<file path="src/rtl/ofdm_pkg.sv">
// Shared OFDM types and beat packing, used by both the transmit framer
// and the receive-side decoder so the tdata layout is identical in both directions.
package ofdm_pkg;

    localparam int N_SC  = 8;
    localparam int DW    = 20;
    localparam int TDW   = 48;
    localparam int IDX_W = $clog2(N_SC);

    typedef logic signed [DW-1:0] sym_t;
    typedef sym_t [N_SC-1:0]      frame_t;

    typedef enum logic {
        RD_IDLE,
        RD_SEND
    } rd_state_e;

    // One AXI-Stream beat: imag in the upper half, real in the lower half,
    // each sign-extended to half the bus width, no scaling or rounding.
    function automatic logic [TDW-1:0] pack_beat(input sym_t re, input sym_t im);
        logic [TDW/2-1:0] re_x;
        logic [TDW/2-1:0] im_x;
        re_x = {{(TDW/2-DW){re[DW-1]}}, re};
        im_x = {{(TDW/2-DW){im[DW-1]}}, im};
        return {im_x, re_x};
    endfunction

endpackage

</file>
<file path="src/rtl/pa2se_if.sv">
// AXI-Stream link from the framer into the IFFT core's data slave port.
interface pa2se_if;
    import ofdm_pkg::*;

    logic [TDW-1:0]   tdata;
    logic             tvalid;
    logic             tready;
    logic             tlast;
    logic [IDX_W-1:0] tuser;

    modport master (output tdata, output tvalid, output tlast, output tuser, input tready);
    modport slave  (input tdata, input tvalid, input tlast, input tuser, output tready);

endinterface

</file>
<file path="src/rtl/frame_pingpong.sv">
// Two-slot ping-pong frame store: the writer fills one slot while the reader
// drains the other, so consecutive frames can stream without a gap.
module frame_pingpong
    import ofdm_pkg::*;
(
    input  logic       clk,
    input  logic       rst,
    input  logic       wr_en,
    input  frame_t     wr_re,
    input  frame_t     wr_im,
    input  logic       rd_done,
    output frame_t     rd_re,
    output frame_t     rd_im,
    output logic [1:0] fill,
    output logic       wr_ready
);

    frame_t     slot_re_q [2];
    frame_t     slot_re_d [2];
    frame_t     slot_im_q [2];
    frame_t     slot_im_d [2];
    logic       wr_sel_q, wr_sel_d;
    logic       rd_sel_q, rd_sel_d;
    logic [1:0] fill_q, fill_d;

    // Slot write: an accepted frame lands in the slot the write pointer names.
    always_comb begin
        slot_re_d = slot_re_q;
        slot_im_d = slot_im_q;
        if (wr_en) begin
            slot_re_d[wr_sel_q] = wr_re;
            slot_im_d[wr_sel_q] = wr_im;
        end
    end

    // Pointer and occupancy update; a write and a release in the same cycle leave fill as is.
    always_comb begin
        wr_sel_d = wr_sel_q ^ wr_en;
        rd_sel_d = rd_sel_q ^ rd_done;
        fill_d   = fill_q;
        case ({wr_en, rd_done})
            2'b10:   fill_d = fill_q + 2'd1;
            2'b01:   fill_d = fill_q - 2'd1;
            default: fill_d = fill_q;
        endcase
    end

    // Control state register; reset drops any buffered frames.
    always_ff @(posedge clk) begin
        if (rst) begin
            wr_sel_q <= 1'b0;
            rd_sel_q <= 1'b0;
            fill_q   <= 2'd0;
        end else begin
            wr_sel_q <= wr_sel_d;
            rd_sel_q <= rd_sel_d;
            fill_q   <= fill_d;
        end
    end

    // Slot storage is data only and is deliberately left out of reset.
    always_ff @(posedge clk) begin
        slot_re_q <= slot_re_d;
        slot_im_q <= slot_im_d;
    end

    assign rd_re    = slot_re_q[rd_sel_q];
    assign rd_im    = slot_im_q[rd_sel_q];
    assign fill     = fill_q;
    assign wr_ready = (fill_q != 2'd2);

endmodule

</file>
<file path="src/rtl/pa2se.sv">
// Parallel-to-serial framer: buffers whole subcarrier frames and streams
// them one symbol per beat into the IFFT core, tlast on the final subcarrier.
module pa2se
    import ofdm_pkg::*;
(
    input  logic    clk,
    input  logic    rst,
    input  frame_t  tx_sig_real,
    input  frame_t  tx_sig_imag,
    input  logic    tx_valid,
    output logic    tx_ready,
    output logic    frame_drop,
    pa2se_if.master ifft_s_data
);

    rd_state_e        state_q, state_d;
    logic [IDX_W-1:0] idx_q, idx_d;
    logic             accept;
    logic             frame_done;
    frame_t           rd_re;
    frame_t           rd_im;
    logic [1:0]       fill;
    logic [TDW-1:0]   tdata;
    logic             tvalid;
    logic             tlast;
    logic [IDX_W-1:0] tuser;

    assign accept     = tx_valid && tx_ready;
    assign frame_drop = tx_valid && !tx_ready;

    frame_pingpong u_store (
        .clk      (clk),
        .rst      (rst),
        .wr_en    (accept),
        .wr_re    (tx_sig_real),
        .wr_im    (tx_sig_imag),
        .rd_done  (frame_done),
        .rd_re    (rd_re),
        .rd_im    (rd_im),
        .fill     (fill),
        .wr_ready (tx_ready)
    );

    // Read FSM: present the current slot's symbol, advance on each handshake,
    // and release the slot after the last subcarrier.
    always_comb begin
        state_d    = state_q;
        idx_d      = idx_q;
        frame_done = 1'b0;
        tvalid     = 1'b0;
        tlast      = 1'b0;
        tuser      = '0;
        tdata      = '0;
        case (state_q)
            RD_IDLE: begin
                if (accept) state_d = RD_SEND;
            end
            RD_SEND: begin
                tvalid = 1'b1;
                tuser  = idx_q;
                tlast  = (idx_q == IDX_W'(N_SC - 1));
                tdata  = pack_beat(rd_re[idx_q], rd_im[idx_q]);
                if (ifft_s_data.tready) begin
                    if (tlast) begin
                        idx_d      = '0;
                        frame_done = 1'b1;
                        if (fill == 2'd1 && !accept) state_d = RD_IDLE;
                    end else begin
                        idx_d = idx_q + IDX_W'(1);
                    end
                end
            end
            default: state_d = RD_IDLE;
        endcase
    end

    // FSM state and beat index registers.
    always_ff @(posedge clk) begin
        if (rst) begin
            state_q <= RD_IDLE;
            idx_q   <= '0;
        end else begin
            state_q <= state_d;
            idx_q   <= idx_d;
        end
    end

    assign ifft_s_data.tdata  = tdata;
    assign ifft_s_data.tvalid = tvalid;
    assign ifft_s_data.tlast  = tlast;
    assign ifft_s_data.tuser  = tuser;

endmodule

</file>
<file path="src/flat_wrapper.sv">
// flat-port wrapper written by rule: the top's interface ports become plain ports
module pa2se_flat import ofdm_pkg::*;
  (clk, rst, tx_sig_real, tx_sig_imag, tx_valid, tx_ready, frame_drop, ifft_s_data_tdata, ifft_s_data_tvalid, ifft_s_data_tlast, ifft_s_data_tuser, ifft_s_data_tready);
  pa2se_if ifft_s_data_i ();
  input  logic clk;
  input  logic rst;
  input  frame_t tx_sig_real;
  input  frame_t tx_sig_imag;
  input  logic tx_valid;
  output logic tx_ready;
  output logic frame_drop;
  output wire logic [$bits(ifft_s_data_i.tdata)-1:0] ifft_s_data_tdata;
  output wire logic [$bits(ifft_s_data_i.tvalid)-1:0] ifft_s_data_tvalid;
  output wire logic [$bits(ifft_s_data_i.tlast)-1:0] ifft_s_data_tlast;
  output wire logic [$bits(ifft_s_data_i.tuser)-1:0] ifft_s_data_tuser;
  input wire logic [$bits(ifft_s_data_i.tready)-1:0] ifft_s_data_tready;
  assign ifft_s_data_tdata = ifft_s_data_i.tdata;
  assign ifft_s_data_tvalid = ifft_s_data_i.tvalid;
  assign ifft_s_data_tlast = ifft_s_data_i.tlast;
  assign ifft_s_data_tuser = ifft_s_data_i.tuser;
  assign ifft_s_data_i.tready = ifft_s_data_tready;
  pa2se u_core (.clk(clk), .rst(rst), .tx_sig_real(tx_sig_real), .tx_sig_imag(tx_sig_imag), .tx_valid(tx_valid), .tx_ready(tx_ready), .frame_drop(frame_drop), .ifft_s_data(ifft_s_data_i));
endmodule
</file>
<file path="config.mk">
export PLATFORM = sky130hd
export DESIGN_NAME = pa2se_flat
export DESIGN_NICKNAME = d
export VERILOG_FILES = /design/src/rtl/ofdm_pkg.sv /design/src/rtl/pa2se_if.sv /design/src/rtl/frame_pingpong.sv /design/src/rtl/pa2se.sv /design/src/flat_wrapper.sv
export SDC_FILE = /design/constraint.sdc
export NUM_CORES = 1
export LEC_CHECK = 0
export CAP_MARGIN = 20
export CORE_ASPECT_RATIO = 0.9
export CORE_MARGIN = 2
export CORE_UTILIZATION = 45
export CTS_BUF_LIST = sky130_fd_sc_hd__clkbuf_8
export DETAILED_ROUTE_END_ITERATION = 8
export PLACE_DENSITY = 0.68
export SLEW_MARGIN = 20
export SYNTH_ARGS = -nofsm -noshare
export SYNTH_HDL_FRONTEND = slang
export SYNTH_SLANG_ARGS = --single-unit
</file>
<file path="constraint.sdc">
create_clock -name clk -period 29.7 [get_ports clk]
set_input_delay 4.455 -clock clk [delete_from_list [all_inputs] [get_ports clk]]
set_output_delay 4.455 -clock clk [all_outputs]
set_load 0.03 [all_outputs]
</file>
==> impl.org <==
** Status
- Status :: finished clean

** Logic synthesis
- The largest total area in the synthesized netlist belongs to sky130_fd_sc_hd__edfxtp_1.
- Library cell with the highest instance count after synthesis :: sky130_fd_sc_hd__edfxtp_1
- Synthesized instance count :: 1356
- Biggest area contributors in the synthesized netlist :: sky130_fd_sc_hd__edfxtp_1 76%, sky130_fd_sc_hd__mux2i_1 12%, sky130_fd_sc_hd__a22oi_1 4.0%, sky130_fd_sc_hd__mux4_2 1.2%, sky130_fd_sc_hd__o21ai_1 0.86%
- Area of the mapped netlist :: 25100 µm²
- Flip-flop cell with the highest count after synthesis :: sky130_fd_sc_hd__edfxtp_1
- Count of state elements after synthesis :: 648
- Seq/Total Area, Yosys :: 77.1%
- Counting flops with an async set or reset pin after synthesis yields a share of 0%.
- Counting flops with a built-in enable in the synthesized netlist gives 640.
- Most used standard cells in the synthesized netlist :: 640 x sky130_fd_sc_hd__edfxtp_1, 294 x sky130_fd_sc_hd__mux2i_1, 134 x sky130_fd_sc_hd__a22oi_1
- Average cell area after synthesis :: 18.5 µm²
- Net Count, Synth :: 1687
- Share of the synthesized area in the top cell type :: 76.5%
- The synthesized netlist contains 29 unique library cells.
- During synthesis, Yosys emitted a total of 0 warnings.

** Clock network
- The number of gates resized after CTS was 0.
- Number of buffers between clock root and the deepest sink :: 3
- The H-tree generated during clock tree synthesis spans 3 levels.
- Clock root cell :: sky130_fd_sc_hd__clkbuf_8
- Clock latency on the worst-skew pair :: 0.68 ns
- TritonCTS created 102 clock buffers.
- Post-CTS setup repair buffer count :: 0
- Count of clock tree sinks :: 648
- CTS clock-pin slew for the worst setup and hold paths :: 0.06 ns
- TritonCTS built the clock tree.
- Hold repair after CTS inserted 0 buffers.

** Floorplanning
- Total number of placement rows :: 82
- The die covers 57800 µm².
- Core footprint :: 55400 µm²
- Count of pins on the block boundary :: 379
- From left edge to right edge, the die measures 253 µm.
- The initial utilization of the core area, before any placement, comes to 45.4%.
- From bottom edge to top edge, the die measures 228 µm.

** Cells and area
- Area growth, synth to finish :: 25.1%
- In the final layout, the share of cells above drive strength 1 is 8.91%.
- Filler instances :: 4244
- Once layout is complete, the cells apart from fillers number 2576.
- Area taken by flip-flops and latches :: 19400 µm²
- In the final design database the tool counted 2105 nets.
- In the final layout, the multi-input gates occupy 5220 µm².

** Setup path
- Beginning of the critical path :: tx_valid
- Worst setup path end :: frame_drop
- Arrival @ worst endpoint :: 5.74 ns
- Critical Path Start Type :: primary input
- The critical path is of the primary input to output pin type.
- Category of the worst setup path capture point :: output pin
- For flop-to-flop paths, the worst setup slack is 25.97 ns.
- STA puts the critical path data required time at 25.24 ns.
- The startpoint identified for the worst register-to-register timing path is u_core.u_store.fill[0].
- Depth of the worst register-to-register path :: 8
- The endpoint identified for the worst register-to-register timing path is u_core.u_store.slot_im_q[30].
- In this run the worst path has a maximum fanout of 2.

** Global route
- Across every metal layer, demand over resource in global routing totals 20.3%.
- The first global-routing pass estimated 86700 µm of wire.
- Global routing finished with a remaining overflow of 0.
- Pin count of the biggest net entering global routing :: 140
- Initial antenna violation count :: 30
- Vias in the first global route :: 14.5k

** STA
- Setup-violating endpoint count in the final report :: 0
- The max-slew violation count is 0.
- RSZ-0062 raised after global routing :: no
- Adding up every negative setup slack in the final design gives 0 ns.
- At the pin with the least slew margin, the transition time is 1.12 ns.
- Headroom to the max-slew limit came out at 25.5%.
- The final-report hold violation count was 0.
- After layout, the worst path uses 34.3% of the clock period.
- Post-layout minimum cycle time :: 10.19 ns
- Clock skew on the completed layout was measured at 0.0304 ns.
- Derived from the worst setup path, the maximum achievable clock frequency is 98.1 MHz.

** Detailed routing
- In this run the remaining antenna-violating nets after routing total 0.
- After detailed routing, the average wire length per cell comes to 23.0 µm.
- After detailed routing, the number of vias per cell comes to 5.34.
- Number of detailed-routing iterations run before antenna repair :: 5
- In the routed design, unresolved DRC markers number 0.
- The routed layout has 13.8k vias.
- Detailed Route Iter0 Violations :: 818
- Final WL :: 59300 µm

** Placement
- Placer Congestion :: 0.744
- The HPWL after detailed placement is 36900 µm.
- In this run the tool buffered the top-level ports with 378 buffer cells.
- Once placement completed, the tool counted placed cells totaling 2382.

** Flow run
- The tool flagged a number of max-cap violations equal to 0.

** Power and ir drop
- Leakage power figure :: 9.96 nW
- IR analysis of the VDD net gives a maximum drop of 0.0000353 V.
- Total power of the final layout :: 1.98 mW
- Cell area power density :: 63.0 nW/µm²

** Hold path
- In this run the worst hold path is classified as flip-flop to flip-flop.
[area by class of cell]
| cell class | instances | share of cell area, % |
|---|---|---|
| flip-flops and latches | 648 | 61.6 |
| multi-input cells | 615 | 16.6 |
| repair buffers | 400 | 12.7 |
| clock buffers | 109 | 4.77 |
| well taps | 714 | 2.84 |
| clock inverters | 72 | 1.22 |
| diodes | 11 | 0.0875 |
| inverters | 7 | 0.0836 |
[power by group]
group	total [mW]	internal, mW	switching [mW]
sequential	1.11	1.09	0.0163
clock	0.695	0.363	0.332
combinational	0.179	0.0766	0.103
[cells in the final DEF, fill, tap and decap left out, types with 2 or more instances in the layout]
cell / netlist / final
sky130_fd_sc_hd__edfxtp_1: 640 / 640
sky130_fd_sc_hd__clkdlybuf4s50_1: 0 / 378
sky130_fd_sc_hd__mux2i_1: 294 / 294
sky130_fd_sc_hd__a22oi_1: 134 / 134
sky130_fd_sc_hd__clkbuf_8: 0 / 109
sky130_fd_sc_hd__nand2_1: 49 / 49
sky130_fd_sc_hd__o21ai_1: 43 / 43
sky130_fd_sc_hd__inv_1: 7 / 39
sky130_fd_sc_hd__nand3_1: 30 / 30
sky130_fd_sc_hd__clkinv_1: 0 / 27
sky130_fd_sc_hd__buf_4: 23 / 17
sky130_fd_sc_hd__mux4_2: 13 / 13
sky130_fd_sc_hd__a221oi_1: 13 / 13
sky130_fd_sc_hd__diode_2: 0 / 11
sky130_fd_sc_hd__nor2_1: 8 / 8
sky130_fd_sc_hd__dfxtp_1: 8 / 7
sky130_fd_sc_hd__clkinv_2: 0 / 6
sky130_fd_sc_hd__a21oi_1: 5 / 5
sky130_fd_sc_hd__ha_1: 7 / 5
sky130_fd_sc_hd__and2_1: 5 / 4
sky130_fd_sc_hd__o22ai_1: 4 / 4
sky130_fd_sc_hd__bufinv_16: 0 / 3
sky130_fd_sc_hd__nor2b_4: 0 / 2
sky130_fd_sc_hd__xor2_1: 2 / 2
sky130_fd_sc_hd__ha_4: 0 / 2
sky130_fd_sc_hd__buf_16: 0 / 2
sky130_fd_sc_hd__buf_6: 14 / 2
[worst max-delay path, cell delays in order]
cell and delay, ns:
sky130_fd_sc_hd__clkdlybuf4s50_1 0.47, sky130_fd_sc_hd__and2_1 0.14, sky130_fd_sc_hd__clkdlybuf4s50_1 0.67
[registers in the layout, indices dropped and copies added (netlist names)]
name                      count
u_core.u_store.rd_sel_q       1
u_core.idx_q                  3
u_core.u_store.slot_im_q    320
u_core.u_store.slot_re_q    320
u_core.u_store.wr_sel_q       1
u_core.u_store.fill           2
u_core.state_q                1
[cells by family (layout without fill, tap and decap cells)]
kind of cell    after synthesis  count (layout)  share of synthesized area [%]
xor+xnor                      3               3                          0.105
buf+inv                      93             588                           2.32
other cells                   0              11                              0
fa+ha+maj                     7               7                          0.348
simple gates                 99              99                           1.75
flops                       648             648                           77.1
compound gates              199             199                           5.51
mux                         307             307                           12.9
[stage by stage]
| stage | cell area [µm²] | hold WS (ns) | utilization, % | setup slack, ns |
|---|---|---|---|---|
| floorplan | 25100 | 0.462 | - | 17.03 |
| global placement | 29500 | 0.473 | 53.2 | 19.48 |
| detailed placement | 29500 | 0.502 | 53.2 | 19.50 |
| CTS | 31400 | 0.510 | 56.6 | 19.50 |
| global route | 31400 | 0.533 | 56.7 | 19.47 |
| finish | 31400 | 0.506 | 56.8 | 19.51 |
[worst min path at each step]
stage                          from         endpoint  slack [ns]  cells after the start
finish              u_core.idx_q[2]  u_core.idx_q[2]        0.51                      2
global route        u_core.idx_q[2]  u_core.idx_q[2]        0.53                      2
CTS                 u_core.idx_q[2]  u_core.idx_q[2]        0.51                      2
detailed placement  u_core.idx_q[2]  u_core.idx_q[2]        0.50                      2
global placement    u_core.idx_q[2]  u_core.idx_q[2]        0.47                      2
floorplan           u_core.idx_q[2]  u_core.idx_q[2]        0.46                      2
[routing by layer]
layer | vias to the layer above | global-route usage (%) | routed length (µm)
met1 | 6784 | 23.9 | 22700
met5 | - | 0 | 247
met3 | 126 | 8.39 | 5880
met2 | 478 | 33.5 | 28700
met4 | 38 | 7.40 | 1750
li1 | 6331 | - | -
Note: power is estimated with default switching activity, not from simulation.
